File: config.mk
export PLATFORM = sky130hd
export DESIGN_NAME = sram_burst_reader
export DESIGN_NICKNAME = d
export VERILOG_FILES = /design/src/rtl/sram_burst_reader.sv
export SDC_FILE = /design/constraint.sdc
export NUM_CORES = 1
export LEC_CHECK = 0
export CORE_MARGIN = 2
export CORE_UTILIZATION = 36
export CTS_BUF_LIST = sky130_fd_sc_hd__clkbuf_16
export DETAILED_ROUTE_END_ITERATION = 16
export PLACE_DENSITY = 0.58
export SLEW_MARGIN = 15
export SYNTH_ARGS = -nofsm -noshare
export SYNTH_HDL_FRONTEND = slang
export SYNTH_SLANG_ARGS = --single-unit
File: constraint.sdc
create_clock -name clk -period 2.8 [get_ports clk]
set_input_delay 0.56 -clock clk [delete_from_list [all_inputs] [get_ports clk]]
set_output_delay 0.56 -clock clk [all_outputs]
set_load 0.1 [all_outputs]
File: src/rtl/sram_burst_reader.sv
// Burst reader for a synchronous SRAM macro: issues credit-limited reads for a
// start address / byte count and streams returned bytes out through a small FIFO.
module sram_burst_reader #(
    parameter int unsigned ADDR_W     = 10,
    parameter int unsigned DATA_W     = 8,
    parameter int unsigned RD_LAT     = 1,
    parameter int unsigned FIFO_DEPTH = 4
) (
    input  logic              clk,
    input  logic              rst_n,
    input  logic              start,
    input  logic [ADDR_W-1:0] start_addr,
    input  logic [ADDR_W-1:0] length,
    output logic              sram_en,
    output logic              sram_wen,
    output logic [ADDR_W-1:0] sram_addr,
    input  logic [DATA_W-1:0] sram_rdata,
    output logic [DATA_W-1:0] out_data,
    output logic              out_valid,
    input  logic              out_ready,
    output logic              busy,
    output logic              done
);

    localparam int unsigned PtrW = $clog2(FIFO_DEPTH);
    localparam int unsigned CntW = PtrW + 1;

    typedef enum logic [0:0] {StIdle, StRead} state_e;

    state_e              state_q, state_d;
    logic [ADDR_W-1:0]   addr_q, addr_d;
    logic [ADDR_W-1:0]   rem_issue_q, rem_issue_d;
    logic [ADDR_W-1:0]   rem_accept_q, rem_accept_d;
    logic [CntW-1:0]     inflight_q, inflight_d;
    logic [CntW-1:0]     count_q, count_d;
    logic [PtrW-1:0]     wr_ptr_q, wr_ptr_d;
    logic [PtrW-1:0]     rd_ptr_q, rd_ptr_d;
    logic [RD_LAT-1:0]   pipe_q, pipe_d;
    logic                done_q, done_d;
    logic [DATA_W-1:0]   mem [FIFO_DEPTH];

    logic issue;
    logic push;
    logic pop;

    // Credit is reserved at issue so every returning byte has a FIFO slot.
    assign issue = (state_q == StRead) && (rem_issue_q != '0) &&
                   ((count_q + inflight_q) < CntW'(FIFO_DEPTH));
    assign push  = pipe_q[RD_LAT-1];
    assign pop   = (count_q != '0) && out_ready;

    assign sram_en   = issue;
    assign sram_wen  = 1'b0;
    assign sram_addr = addr_q;
    assign out_valid = (count_q != '0);
    assign out_data  = out_valid ? mem[rd_ptr_q] : '0;
    assign busy      = (state_q == StRead);
    assign done      = done_q;

    always_comb begin
        state_d      = state_q;
        addr_d       = addr_q;
        rem_issue_d  = rem_issue_q;
        rem_accept_d = rem_accept_q;
        done_d       = 1'b0;
        pipe_d       = '0;

        unique case (state_q)
            StIdle: begin
                if (start) begin
                    addr_d       = start_addr;
                    rem_issue_d  = length;
                    rem_accept_d = length;
                    if (length != '0) begin
                        state_d = StRead;
                    end else begin
                        done_d = 1'b1;
                    end
                end
            end
            StRead: begin
                if (issue) begin
                    addr_d      = addr_q + ADDR_W'(1);
                    rem_issue_d = rem_issue_q - ADDR_W'(1);
                end
                if (pop) begin
                    rem_accept_d = rem_accept_q - ADDR_W'(1);
                    if (rem_accept_q == ADDR_W'(1)) begin
                        state_d = StIdle;
                        done_d  = 1'b1;
                    end
                end
            end
            default: state_d = StIdle;
        endcase

        pipe_d[0] = issue;
        for (int unsigned i = 1; i < RD_LAT; i++) begin
            pipe_d[i] = pipe_q[i-1];
        end

        inflight_d = inflight_q + CntW'(issue) - CntW'(push);
        count_d    = count_q + CntW'(push) - CntW'(pop);
        wr_ptr_d   = wr_ptr_q + PtrW'(push);
        rd_ptr_d   = rd_ptr_q + PtrW'(pop);
    end

    always_ff @(posedge clk) begin
        if (!rst_n) begin
            state_q      <= StIdle;
            addr_q       <= '0;
            rem_issue_q  <= '0;
            rem_accept_q <= '0;
            inflight_q   <= '0;
            count_q      <= '0;
            wr_ptr_q     <= '0;
            rd_ptr_q     <= '0;
            pipe_q       <= '0;
            done_q       <= 1'b0;
        end else begin
            state_q      <= state_d;
            addr_q       <= addr_d;
            rem_issue_q  <= rem_issue_d;
            rem_accept_q <= rem_accept_d;
            inflight_q   <= inflight_d;
            count_q      <= count_d;
            wr_ptr_q     <= wr_ptr_d;
            rd_ptr_q     <= rd_ptr_d;
            pipe_q       <= pipe_d;
            done_q       <= done_d;
        end
    end

    // Storage needs no reset: pointers and count define what is visible.
    always_ff @(posedge clk) begin
        if (push) begin
            mem[wr_ptr_q] <= sram_rdata;
        end
    end

endmodule

# Word level (Yosys, flattened, before mapping)
# Memories as Yosys holds them, arrays and structs flattened. A register that Yosys moved wholly into a read port is not among the register bits.
# Cells that the tools add are included.
[op_classes]
n_eq_ne = 4
reduce_logical = 8
n_mux = 22
n_addsub = 10
bitwise = 1
order_cmp = 1
[ops]
columns = ["op", "count"]
rows = [
  ["10-bit case mux with 2 select lines", 3],
  ["10-bit 2-to-1 mux", 5],
  ["10-bit nonzero test", 2],
  ["10-bit by 1-bit subtractor with 10-bit output, second input constant", 2],
  ["10-bit by 1-bit adder with 10-bit output, second input constant", 1],
  ["10-bit by 1-bit == test with 1-bit output, second input constant", 1],
  ["1-bit 2-to-1 mux", 10],
  ["8-bit 2-to-1 mux", 1],
  ["3-bit by 1-bit adder with 3-bit output", 2],
  ["3-bit by 1-bit subtractor with 3-bit output", 2],
  ["2-bit by 1-bit adder with 2-bit output", 2],
  ["2-bit by 1-bit != test with 1-bit output, second input constant", 2],
  ["1-bit case mux with 2 select lines", 2],
  ["2-bit AND reduction", 2],
  ["3-bit adder", 1],
  ["1-bit logical AND", 3],
  ["3-bit < comparator, second input constant", 1],
  ["3-bit nonzero test", 1],
  ["2-bit 2-to-1 mux", 1],
  ["2-bit != test, second input constant", 1],
  ["1-bit NOT", 1],
]
[word_totals]
ram_bits = 32
ff_bits = 43
n_memories = 1
out_inout_bits = 23
wordCells = 57
[memory_table]
columns = ["name", "words", "width", "read_ports", "rd_clocked_by_memory_dff", "wr", "line_no", "text"]
rows = [
  ["mem", 4, 8, 1, 1, 1, "40", "logic [DATA_W-1:0] mem [FIFO_DEPTH];"],
]

# Longest topological paths before layout
[depth]
depth_word = 5
mapped_depth = 13
ltp_nobuf = 12

# Worst setup path before layout
# Ideal clock, no wire load.
[synth_path]
path_type = "flip-flop to output port"
from = "register rd_ptr_q[0] (netlist name)"
to = "output port out_data[0]"
setup_slack_ps = -166
path_buffers = 1
stages_incl_launch_ff = 4
arrival_time_ps = 2406
required_time_ps = 2240
cell_sequence = "dfxtp_1 -> clkbuf_1 -> mux4_2 -> nor2b_1"
[synth_lines]
columns = ["item", "line_no", "text"]
rows = [
  ["to (decl)", "18", "output logic [DATA_W-1:0] out_data,"],
]

# Worst setup path after layout
[layout_path]
from = "register rem_issue_q[0]"
to = "output port sram_en"
[layout_between]
elab_chain_len = 3
[layout_lines]
columns = ["item", "line_no", "text"]
rows = [
  ["from (decl)", "32", "logic [ADDR_W-1:0] rem_issue_q, rem_issue_d;"],
  ["from (signal assigned)", "123", "rem_issue_q <= rem_issue_d;"],
  ["10-bit nonzero test", "47", "assign issue = (state_q == StRead) && (rem_issue_q != '0) &&"],
  ["1-bit logical AND (2 in series)", "47", ""],
  ["to (decl)", "14", "output logic sram_en,"],
]
# No other way between the ends.

==> results.txt <==
R2R Setup Slk: 0.25 ns
Startpoint Class: flip-flop
Deepest clock path buffer count: 2
Worst reg-to-reg path cell count: 12
Synth top area share: 25.6%
# diodes: 0
Final Skew: 0.00907 ns
DRC: 0
DR vias: 3,115
Clk Latency, worst-skew pair: 0.33 ns
R2r endpoint: inflight_q[2]
Sequential share of the synthesized area: 48.6%
Drt total wl: 9220 um
Area leader, netlist: edfxtp_1
Critical path endpoint: sram_en
Slew of the pin with the lowest slew margin: 0.717 ns
Vert. Die Dim: 106 um
Final #Nets: 472
Setup TNS: 0 ns
Leakage: 0.00178 uW
Rows: 37
Post-synth EDFFs: 32
Worst Path Arrival: 2.17 ns
GP Congestion: 0.875
Period utilisation layout: 97.4%
DP HPWL: 6500 um
CTS tree: built
Post-synthesis cell count: 369
Run status: finished clean
GRT Overall Usage: 17.8%
Largest net degree at the start of global routing: 30
Final Power: 4730 uW
Routed vias/inst: 5.48
Category of the most critical setup path: reg2out
Syn_nets: 414
First-pass GRT wire length: 15,600 um
# IOs: 55
CP Max Fanout: 5
HP Class: reg2reg
Synth unique cells: 63
CP endpoint kind: output port
Core area: 10,200 um^2
Clk root buf: clkbuf_16
H-tree depth: 3
R2R Path Start: rem_issue_q[0]
First-pass DRT Iterations: 4
Port buffer count: 53
Starting Density: 36.6%
Flops & latches, synth: 75
Async SR Flop Fraction: 0%
Die width: 106 um
Total placed cells including tap cells: 552
Mean Syn Cell Area: 10.2 um^2
Primary FF master, synth: dfxtp_1
Final Non-Filler Cells: 568
# hold bufs at CTS: 0
Setup violators final: 0
Total CTS buffers: 9
Clock Pin Slew Worst Setup and Hold Paths: 0.06 ns
Wire per inst: 16.2 um
Synth top area cells: edfxtp_1, dfxtp_1, mux4_2, ha_1, nor2_1
CTS sink count: 75
Fmax: 367 MHz
Vias in the first global route: 3,096
Power density cells: 976 nW/um^2
Hold_ws: 0.527 ns
Initial antenna violation count: 0
DRT antenna net count: 0
Max-Cap Viols: 0
VDD IR max: 777 uV
WP data required: 2.24 ns
Fin. Hold Viols: 0
Total grt overflow: 0
Mapped Area: 3750 um^2
Layout cell share with drive strength beyond 1: 18.1%
Max-slew violations: 0
1st-iter DRT viols: 177
Die area: 11,200 um^2
CP startpoint: rem_issue_q[0]
Area Growth Syn to Fin: 29.2%
Slew headroom: 52.0%
Tmin final: 2.73 ns
YS warnings: 0
RSZ-0062 raised after global routing: no
[cell type report]
cell class	count	area (um^2)
fill	958	5390
sequential	75	1820
multi-input combinational	251	1790
timing repair buffer	68	701
clock buffer	9	225
tap	136	170
inverter	22	85.1
clock inverter	7	51.3
[cell usage after synthesis, types with 2 or more instances]
cell type,n
dfxtp_1,43
nor2_1,33
edfxtp_1,32
nand2_1,26
inv_1,20
a21oi_1,18
o21ai_0,17
clkbuf_1,15
nor2b_1,15
ha_1,11
nor3_1,10
and2_1,9
a31oi_1,8
mux4_2,8
and3_1,7
o22ai_1,7
xnor2_1,7
nand3_1,6
a211oi_1,4
nor3b_1,4
nor4_1,4
o21a_1,4
a311oi_1,3
nand3b_1,3
nor4b_1,3
o311a_1,3
a21boi_0,2
a41oi_1,2
buf_1,2
buf_4,2
fa_1,2
mux2i_1,2
nand4_1,2
o211ai_1,2
o221a_2,2
o311ai_0,2
or4_1,2
xor2_1,2
[cells by family (layout without fill, tap and decap cells)]
group                    Yosys count  after routing  synth area share (%)
flip-flops                        75             75                  48.6
adder cells (fa/ha/maj)           13             13                  4.74
AND/OR/NAND/NOR                  131            131                  18.7
other                              1              1                 0.100
multiplexers                      10             10                  5.34
AO/OA/AOI/OAI                     87             87                  15.7
buffers and inverters             43            106                  4.81
XOR/XNOR                           9              9                  2.10
[layer usage]
layer | wire length [um] | track usage [%]
met3 | 538 | 4.54
met2 | 4360 | 28.9
met1 | 4180 | 23.2
met4 | 150 | 5.83
met5 | 0 | 0
[critical path: stages (launching register included)]
cell	delay (ns)
dfxtp_1	0.32
inv_1	0.14
ha_4	0.17
or4b_4	0.48
or3_4	0.40
nand3_4	0.10
inv_4	0.05
buf_12	0.15
[registers in the layout (all words and copies together) (netlist names)]
name / flops
busy: 1
count_q: 3
done: 1
inflight_q: 3
mem: 32
pipe_q: 1
rd_ptr_q: 2
rem_accept_q: 10
rem_issue_q: 10
sram_addr: 10
wr_ptr_q: 2
[stage by stage]
stage | util [%] | setup slack, ns | instance area [um^2]
CTS | 47.2 | 0.0110 | 4830
global route | 47.3 | 0.0141 | 4840
floorplan | - | 0.0220 | 3770
detailed placement | 44.5 | 0.181 | 4550
global placement | 44.5 | 0.237 | 4550
finish | 47.3 | 0.0732 | 4840
[cells in the final DEF (no fill, tap or decap), drive strengths merged, types with 2 or more instances in the layout]
cell	instances
dfxtp	43
buf	37
nor2	33
edfxtp	32
clkdlybuf4s50	31
nand2	26
inv	23
a21oi	18
o21ai	18
nor2b	15
ha	11
nor3	11
and2	9
clkbuf	9
a31oi	8
mux4	8
xnor2	7
and3	7
o22ai	7
nand3	7
clkinv	5
nor3b	4
a211oi	4
o21a	4
nor4	4
o311a	3
nand3b	3
a311oi	3
nor4b	3
or4	2
mux2i	2
o311ai	2
xor2	2
o211ai	2
nand4	2
a21boi	2
a41oi	2
o221a	2
fa	2
[repair_timing]
action	4_1_cts	5_1_grt
setup endpoints to repair	1	1
pin swaps	0	1
resized for setup	1	2
setup buffers	0	0
[report_power, final]
group          switching [uW]  total (uW)  internal (uW)
logic                    1390        2230            837
registers                 161        1440           1280
clock network             461        1070            604
total                    2010        4730           2720
[how the worst min path moves through the flow]
stage,start,to,slack (ns),cells after the start
2_1_floorplan,rem_issue_q[1],rem_issue_q[1],0.47,2
3_3_place_gp,rem_issue_q[1],rem_issue_q[1],0.49,2
6_report,sram_addr[9],sram_addr[9],0.53,2
3_5_place_dp,rem_issue_q[1],rem_issue_q[1],0.50,2
5_1_grt,sram_addr[9],sram_addr[9],0.54,2
4_1_cts,rem_issue_q[1],rem_issue_q[1],0.51,2
Note: power is estimated with default switching activity, not from simulation.
